### src/rtl/seg_pkg.sv
// Shared types and constants for the seven-segment source scheduler.
package seg_pkg;

  localparam int N_SRC = 4;

  typedef logic [1:0] src_t;

  localparam src_t URG_SRC = 2'd0;

  typedef enum logic [1:0] {
    ST_IDLE,
    ST_SHOW_RR,
    ST_SHOW_URG
  } state_t;

  // Result of a round-robin search: whether any source 1..3 requested, and which.
  typedef struct packed {
    logic valid;
    src_t idx;
  } pick_t;

endpackage

### src/rtl/seg_src_sched_if.sv
// Request/data/display bundle between the value sources and the scheduler.
interface seg_src_sched_if;
  import seg_pkg::*;

  logic [N_SRC-1:0]    req;
  logic [32*N_SRC-1:0] data;
  logic [31:0]         disp_value;
  src_t                disp_src;
  logic                disp_active;
  logic [7:0]          blank;
  logic [N_SRC-1:0]    done;

  modport master (
    output req, data,
    input  disp_value, disp_src, disp_active, blank, done
  );

  modport slave (
    input  req, data,
    output disp_value, disp_src, disp_active, blank, done
  );

endinterface

### src/rtl/seg_tick_counter.sv
// Modulo-MOD tick counter with synchronous clear, enable and terminal-count flag.
module seg_tick_counter #(
  parameter int MOD = 4
) (
  input  logic SEG_CLK,
  input  logic reset,
  input  logic i_clr,
  input  logic i_en,
  output logic o_tc
);

  localparam int W = (MOD > 1) ? $clog2(MOD) : 1;
  localparam logic [W-1:0] LAST = W'(MOD - 1);

  logic [W-1:0] r_cnt;

  // NOTE: sequential state uses non-blocking assignments so every register samples pre-edge values.
  always_ff @(posedge SEG_CLK or negedge reset) begin
    if (!reset) begin
      r_cnt <= '0;
    end else if (i_clr) begin
      r_cnt <= '0;
    end else if (i_en) begin
      r_cnt <= o_tc ? '0 : r_cnt + 1'b1;
    end
  end

  assign o_tc = (r_cnt == LAST);

endmodule

### src/rtl/seg_src_sched.sv
// Time-shares the 8-digit display between an urgent source 0 and round-robin sources 1..3.
// Define SEG_SRC_SCHED_BLINK_EN to blink the display while the urgent source is shown.
module seg_src_sched
  import seg_pkg::*;
#(
  parameter int DWELL      = 1000,
  parameter int BLINK_HALF = 250
) (
  input  logic SEG_CLK,
  input  logic reset,
  seg_src_sched_if.slave bus
);

  if (DWELL < 2) begin : g_dwell_range
    $error("seg_src_sched: DWELL must be >= 2");
  end
  if (BLINK_HALF < 1) begin : g_blink_range
    $error("seg_src_sched: BLINK_HALF must be >= 1");
  end

  // First requesting source after 'last', scanning 1..3 with wrap; 'last' itself comes last.
  function automatic pick_t pick_rr(input logic [N_SRC-1:0] req, input src_t last);
    pick_t p;
    src_t  idx;
    p.valid = 1'b0;
    p.idx   = last;
    idx     = last;
    for (int k = 0; k < N_SRC - 1; k++) begin
      idx = (idx == 2'd3) ? 2'd1 : idx + 2'd1;
      if (!p.valid && req[idx]) begin
        p.valid = 1'b1;
        p.idx   = idx;
      end
    end
    return p;
  endfunction

  state_t           r_state, w_state_nxt;
  src_t             r_cur, w_cur_nxt;
  src_t             r_rr_last, w_rr_last_nxt;
  logic [N_SRC-1:0] w_done_nxt;
  logic             w_dwell_en, w_dwell_tc;
  pick_t            w_pick, w_pick_exp;
  logic [7:0]       w_blank_nxt;

  logic [31:0]      r_value;
  logic             r_active;
  logic [7:0]       r_blank;
  logic [N_SRC-1:0] r_done;

  assign w_pick     = pick_rr(bus.req, r_rr_last);
  assign w_pick_exp = pick_rr(bus.req, r_cur);

  // NOTE: every combinational output is given a default first, so no latch can be inferred.
  always_comb begin
    w_state_nxt   = r_state;
    w_cur_nxt     = r_cur;
    w_rr_last_nxt = r_rr_last;
    w_done_nxt    = '0;
    w_dwell_en    = 1'b0;
    unique case (r_state)
      ST_IDLE, ST_SHOW_URG: begin
        if (bus.req[URG_SRC]) begin
          w_state_nxt = ST_SHOW_URG;
          w_cur_nxt   = URG_SRC;
        end else if (w_pick.valid) begin
          w_state_nxt = ST_SHOW_RR;
          w_cur_nxt   = w_pick.idx;
        end else begin
          w_state_nxt = ST_IDLE;
        end
      end
      ST_SHOW_RR: begin
        if (bus.req[URG_SRC]) begin
          w_state_nxt = ST_SHOW_URG;
          w_cur_nxt   = URG_SRC;
        end else if (!bus.req[r_cur]) begin
          // Source withdrew before its dwell ended: not credited, no done.
          w_state_nxt = w_pick.valid ? ST_SHOW_RR : ST_IDLE;
          if (w_pick.valid) w_cur_nxt = w_pick.idx;
        end else begin
          w_dwell_en = 1'b1;
          if (w_dwell_tc) begin
            w_done_nxt[r_cur] = 1'b1;
            w_rr_last_nxt     = r_cur;
            w_cur_nxt         = w_pick_exp.idx;
          end
        end
      end
      default: begin
        w_state_nxt = ST_IDLE;
      end
    endcase
  end

  // Counter clears whenever the current dwell is not continuing, and wraps on expiry.
  seg_tick_counter #(.MOD(DWELL)) u_dwell (
    .SEG_CLK (SEG_CLK),
    .reset   (reset),
    .i_clr   (!w_dwell_en),
    .i_en    (w_dwell_en),
    .o_tc    (w_dwell_tc)
  );

`ifdef SEG_SRC_SCHED_BLINK_EN
  logic r_blink_off, w_blink_off_nxt, w_blink_en, w_blink_tc;

  assign w_blink_en = (r_state == ST_SHOW_URG) && (w_state_nxt == ST_SHOW_URG);

  seg_tick_counter #(.MOD(BLINK_HALF)) u_blink (
    .SEG_CLK (SEG_CLK),
    .reset   (reset),
    .i_clr   (!w_blink_en),
    .i_en    (w_blink_en),
    .o_tc    (w_blink_tc)
  );

  // Entry into the urgent state always starts in the visible phase.
  assign w_blink_off_nxt = w_blink_en & (r_blink_off ^ w_blink_tc);

  always_ff @(posedge SEG_CLK or negedge reset) begin
    if (!reset) r_blink_off <= 1'b0;
    else        r_blink_off <= w_blink_off_nxt;
  end

  assign w_blank_nxt = ((w_state_nxt == ST_IDLE) || w_blink_off_nxt) ? 8'hFF : 8'h00;
`else
  assign w_blank_nxt = (w_state_nxt == ST_IDLE) ? 8'hFF : 8'h00;
`endif

  always_ff @(posedge SEG_CLK or negedge reset) begin
    if (!reset) begin
      r_state   <= ST_IDLE;
      r_cur     <= URG_SRC;
      r_rr_last <= 2'd3;
      r_value   <= '0;
      r_active  <= 1'b0;
      r_blank   <= 8'hFF;
      r_done    <= '0;
    end else begin
      r_state   <= w_state_nxt;
      r_cur     <= w_cur_nxt;
      r_rr_last <= w_rr_last_nxt;
      r_active  <= (w_state_nxt != ST_IDLE);
      r_blank   <= w_blank_nxt;
      r_done    <= w_done_nxt;
      if (w_state_nxt != ST_IDLE) r_value <= bus.data[{w_cur_nxt, 5'd0} +: 32];
    end
  end

  assign bus.disp_value  = r_value;
  assign bus.disp_src    = r_cur;
  assign bus.disp_active = r_active;
  assign bus.blank       = r_blank;
  assign bus.done        = r_done;

endmodule

### src/flat_wrapper.sv
// flat-port wrapper written by rule: the top's interface ports become plain ports
module seg_src_sched_flat import seg_pkg::*;
#(
  parameter int DWELL      = 1000,
  parameter int BLINK_HALF = 250
)
  (SEG_CLK, reset, bus_req, bus_data, bus_disp_value, bus_disp_src, bus_disp_active, bus_blank, bus_done);
  seg_src_sched_if bus_i ();
  input  logic SEG_CLK;
  input  logic reset;
  input wire logic [$bits(bus_i.req)-1:0] bus_req;
  input wire logic [$bits(bus_i.data)-1:0] bus_data;
  output wire logic [$bits(bus_i.disp_value)-1:0] bus_disp_value;
  output wire logic [$bits(bus_i.disp_src)-1:0] bus_disp_src;
  output wire logic [$bits(bus_i.disp_active)-1:0] bus_disp_active;
  output wire logic [$bits(bus_i.blank)-1:0] bus_blank;
  output wire logic [$bits(bus_i.done)-1:0] bus_done;
  assign bus_i.req = bus_req;
  assign bus_i.data = bus_data;
  assign bus_disp_value = bus_i.disp_value;
  assign bus_disp_src = bus_i.disp_src;
  assign bus_disp_active = bus_i.disp_active;
  assign bus_blank = bus_i.blank;
  assign bus_done = bus_i.done;
  seg_src_sched #(.DWELL(DWELL), .BLINK_HALF(BLINK_HALF)) u_core (.SEG_CLK(SEG_CLK), .reset(reset), .bus(bus_i));
endmodule
### config.mk
export PLATFORM = sky130hd
export DESIGN_NAME = seg_src_sched_flat
export DESIGN_NICKNAME = d
export VERILOG_FILES = /design/src/rtl/seg_pkg.sv /design/src/rtl/seg_src_sched_if.sv /design/src/rtl/seg_tick_counter.sv /design/src/rtl/seg_src_sched.sv /design/src/flat_wrapper.sv
export SDC_FILE = /design/constraint.sdc
export NUM_CORES = 1
export LEC_CHECK = 0
export ABC_CLOCK_PERIOD_IN_PS = 3300
export CORE_MARGIN = 8
export CORE_UTILIZATION = 35
export CTS_CLUSTER_DIAMETER = 50
export DETAILED_ROUTE_END_ITERATION = 7
export GPL_TIMING_DRIVEN = 0
export HOLD_SLACK_MARGIN = 0.12
export PLACE_DENSITY_LB_ADDON = 0.05
export SLEW_MARGIN = 20
export SYNTH_ARGS = -nofsm -noshare
export SYNTH_HDL_FRONTEND = slang
export SYNTH_HIERARCHICAL = 1
export SYNTH_SLANG_ARGS = --single-unit
export TNS_END_PERCENT = 100
### constraint.sdc
create_clock -name SEG_CLK -period 3.3 [get_ports SEG_CLK]
set_input_delay 0.99 -clock SEG_CLK [delete_from_list [all_inputs] [get_ports SEG_CLK]]
set_output_delay 0.99 -clock SEG_CLK [all_outputs]
set_load 0.1 [all_outputs]
==> flow_results.org <==
** Yosys
- Share of synthesized flip-flops with an asynchronous set or reset :: 100%
- Cells after synthesis :: 370
- By area the synthesized netlist is led by sky130_fd_sc_hd__dfrtp_1 (34%), sky130_fd_sc_hd__mux2i_1 (19%), sky130_fd_sc_hd__o221ai_1 (8.0%).
- Ys flop type :: sky130_fd_sc_hd__dfrtp_1
- Syn nets :: 513
- EDFF count, synth :: 0
- The largest total area in the synthesized netlist belongs to sky130_fd_sc_hd__dfrtp_1.
- The synthesized design contains 54 register bits.
- Count of distinct cell types in the synthesized netlist :: a little under 60
- Synthesized area :: 3730 sq um
- Yosys printed 6 warnings.
- Area share of the largest cell type after synthesis :: 34.2%
- Register area share after synthesis :: between 30% and 40%
- The average instance in the mapped netlist occupies between 10 and 15 sq um.

** Global routing
- Global routing used between 10% and 20% of the available tracks.
- After global routing the overflow that remains totals 0.
- The via count of the first global-routing pass was 3,791.
- Initial antenna violation count :: 1
- Maximum number of pins on one net before global-route repair :: 55
- The first global-routing pass estimated 20,000 microns of wire.

** Layout
- The final layout contains 708 nets.
- Cells with a size suffix above 1 make up 13.8% of the layout.
- Commonest non-fill, non-tap cells in the layout :: sky130_fd_sc_hd__clkdlybuf4s50_1 (175), sky130_fd_sc_hd__mux2i_1 (71), sky130_fd_sc_hd__dfrtp_1 (49), sky130_fd_sc_hd__nand2_1 (48), sky130_fd_sc_hd__o221ai_1 (34)
- Count of fill cells added during filler insertion :: 903
- Leaving out fill and tap cells, the most frequent cell in the layout is sky130_fd_sc_hd__clkdlybuf4s50_1.
- Compared with the post-synthesis result, the final layout area differs by 60.9%.
- Design area :: 6000 sq um

** Timing
- Final setup fails :: 0
- Setup WS post-layout :: roughly 0.11 ns
- Final number of max-transition violations :: 0
- Final critical-path share of the clock period :: 96.5%
- The number of failing hold endpoints at the final stage is 0.
- The clock arrives with 0.0213 ns of skew.
- The worst path in the final design needs a cycle of 3.19 ns, including I/O delays and setup.
- At the pin with the least slew margin, the transition time is a little over 1 ns.
- Worst hold slack across all endpoints :: 0.495 ns
- Worst rel slew slack :: a little under a third
- Static timing analysis puts the maximum clock frequency at 0.314 GHz.

** Hold path
- The worst hold path begins at u_core/bus.disp_value[30].
- Along the worst hold path, the cell count comes to 2.
- In this run the worst hold path is classified as reg -> reg.
- Hold Path End :: u_core/bus.disp_value[30]

** Die
- Initial cell density of the core :: around 36%
- Pin placement for this block handled 181 I/O pins.
- Die Y :: 119 microns
- Die W :: 119 microns
- Number of standard-cell rows in the floorplan :: 37
- Floorplan die area :: 14,200 sq um
- Core Area :: 10,300 sq um

** Worst setup path
- Crit path launch type :: register
- For the worst flop-to-flop path, the logic depth is 12.
- The critical path in this run is classified as reg -> out.
- Endpoint class of the critical path :: output pin
- Endpoint of the most critical register-to-register path :: u_core/bus.disp_value[3]
- In this run the critical register-to-register path is launched from u_core/bus.disp_src[0].
- Data required, critical path :: 2.31 ns
- Data on the critical path arrives at its endpoint at 2.20 ns.
- Worst-path fanout max :: 8
- Setup slack of the most critical reg-to-reg path :: 0.18 ns

** Drt
- Antenna-violating nets left :: 0
- For this block, the via count after detailed routing is 3,639.
- Routed WL :: 12,900 microns
- In the routed design, unresolved DRC markers number 0.
- Using the TritonRoute via totals, the vias-per-cell ratio works out to 5.18.
- Total iterations of the first detailed-routing run :: 4
- After the first detailed-routing iteration, the DRC count stood at between 150 and 200.
- Dividing the detail-routed wire length by the instance count gives between 15 and 20 microns.

** CTS
- Clock latency reported for the late side of the worst-skew pair :: 0.32 ns
- TritonCTS built the clock tree.
- The clock net in this run drives a total of 54 sinks.
- The H-tree was split into 2 levels.
- Total clock buffers created by CTS :: 5
- Deepest clock path buffer count :: 2
- The number of hold buffers added after CTS was 0.
- Clock root buffer master :: sky130_fd_sc_hd__clkbuf_8
- Clock transition time at the flip-flop clock pins of the worst setup and hold paths :: 0.12 ns

** Placed design
- Input/output buffers :: around 180
- OpenSTA, run right after detailed placement, puts the worst setup slack at -0.528 ns.
- Weighted congestion at the end of routability-driven global placement :: 0.828
- Detailed placement finished with a half-perimeter wire length of a little under 10,000 microns.
- Placed instance area :: around 5700 sq um

** Job
- The tool flagged a number of max-cap violations equal to 0.

** Outcome
- Result of the run :: complete, no violations

** Power
- Power per cell area :: 554 nW/um^2
- Largest vdd supply drop :: around 320 uV
- Leakage power summed over all cells :: between 0.002 and 0.0025 uW
[layout make-up]
| cell class | instances | area (sq um) | area share, % |
|---|---|---|---|
| repair buffers | 190 | 1920 | 32.0 |
| well taps | 136 | 170 | 2.84 |
| diodes | 1 | 2.50 | 0.0417 |
| flip-flops and latches | 54 | 1360 | 22.6 |
| plain buffers | 35 | 282 | 4.69 |
| multi-input cells | 268 | 2130 | 35.5 |
| clock inverters | 3 | 23.8 | 0.396 |
| inverters | 11 | 50.0 | 0.834 |
| clock buffers | 5 | 68.8 | 1.15 |
[stage by stage]
step	total power [uW]	setup TNS, ns	instances	utilization, %
5_1_grt	3460	-0.00708	703	58.1
2_1_floorplan	2260	0	370	-
3_3_place_gp	2840	-47.64	685	55.1
4_1_cts	3310	0	695	57.3
3_5_place_dp	2850	-19.67	685	55.1
6_report	3320	0	703	58.1
[worst max path at each step]
stage,start,endpoint,depth (start not counted)
final,u_core/bus.blank[6],bus_blank[4],2
after global placement,reset,u_core/bus.disp_src[0],1
after CTS,u_core/bus.disp_src[0],u_core/bus.disp_value[24],12
after detailed placement,bus_req[2],u_core/bus.disp_value[2],10
after floorplan,u_core/bus.disp_src[0],u_core/bus.disp_value[10],12
after global routing,u_core/bus.disp_src[0],u_core/bus.disp_value[22],12
[critical path: stages (launching register included)]
cell and delay (ns):
sky130_fd_sc_hd__dfstp_2 0.62, sky130_fd_sc_hd__buf_4 0.12, sky130_fd_sc_hd__clkdlybuf4s50_1 1.13
[kinds of logic after synthesis]
family / count (synthesis) / synth area share [%]
AND/OR/NAND/NOR: 96 / 13.2
flip-flops: 54 / 36.3
XOR/XNOR: 5 / 1.17
AO/OA/AOI/OAI: 80 / 17.0
multiplexers: 78 / 21.4
adder cells (fa/ha/maj): 9 / 3.02
buffers and inverters: 48 / 7.85
[sequential cells by signal (all words and copies together) (netlist names)]
name	cells
u_core/bus.disp_value	32
u_core/u_dwell/r_cnt	10
u_core/bus.done	4
u_core/bus.disp_src	2
u_core/r_rr_last	2
u_core/r_state	2
u_core/bus.blank	1
u_core/bus.disp_active	1
[power breakdown]
part           switching (uW)  total [uW]  internal (uW)
registers                69.7         852            782
clock network             243         395            153
logic                    1400        2080            679
[repair_timing]
| action | CTS | global route |
|---|---|---|
| buffers inserted | 1 | 7 |
| endpoints found under the setup margin | 40 | 32 |
| gates cloned | 3 | 0 |
| pin swaps | 2 | 1 |
| hold endpoints to repair | 0 | 0 |
| gates resized for setup | 21 | 11 |
[per-layer routing]
layer	part of all wire, %	vias to the layer above	GRT usage, %
met2	51	111	30.9
met5	0	-	0
li1	-	1771	-
met3	7.0	9	5.10
met4	1.0	0	4.43
met1	41	1748	19.7
[synthesized netlist by cell type (2+ instances only)]
cell type and count:
sky130_fd_sc_hd__a211oi_2 3, sky130_fd_sc_hd__a21o_1 3, sky130_fd_sc_hd__a21oi_1 10, sky130_fd_sc_hd__a31oi_1 6, sky130_fd_sc_hd__and3_1 6, sky130_fd_sc_hd__buf_2 10, sky130_fd_sc_hd__buf_4 7, sky130_fd_sc_hd__buf_8 4
sky130_fd_sc_hd__clkbuf_1 13, sky130_fd_sc_hd__dfrtp_1 51, sky130_fd_sc_hd__dfstp_2 3, sky130_fd_sc_hd__ha_1 9, sky130_fd_sc_hd__inv_1 10, sky130_fd_sc_hd__mux2_2 5, sky130_fd_sc_hd__mux2i_1 72, sky130_fd_sc_hd__nand2_1 48
sky130_fd_sc_hd__nand2b_1 8, sky130_fd_sc_hd__nand3_1 6, sky130_fd_sc_hd__nand3b_1 2, sky130_fd_sc_hd__nand4_1 2, sky130_fd_sc_hd__nor2_1 7, sky130_fd_sc_hd__nor2b_1 2, sky130_fd_sc_hd__nor4_1 3, sky130_fd_sc_hd__o211ai_1 3
sky130_fd_sc_hd__o21a_1 3, sky130_fd_sc_hd__o21ai_0 5, sky130_fd_sc_hd__o221ai_1 34, sky130_fd_sc_hd__or3_1 2, sky130_fd_sc_hd__xnor2_1 3, sky130_fd_sc_hd__xor2_1 2
(Power assumes the default switching activity.)
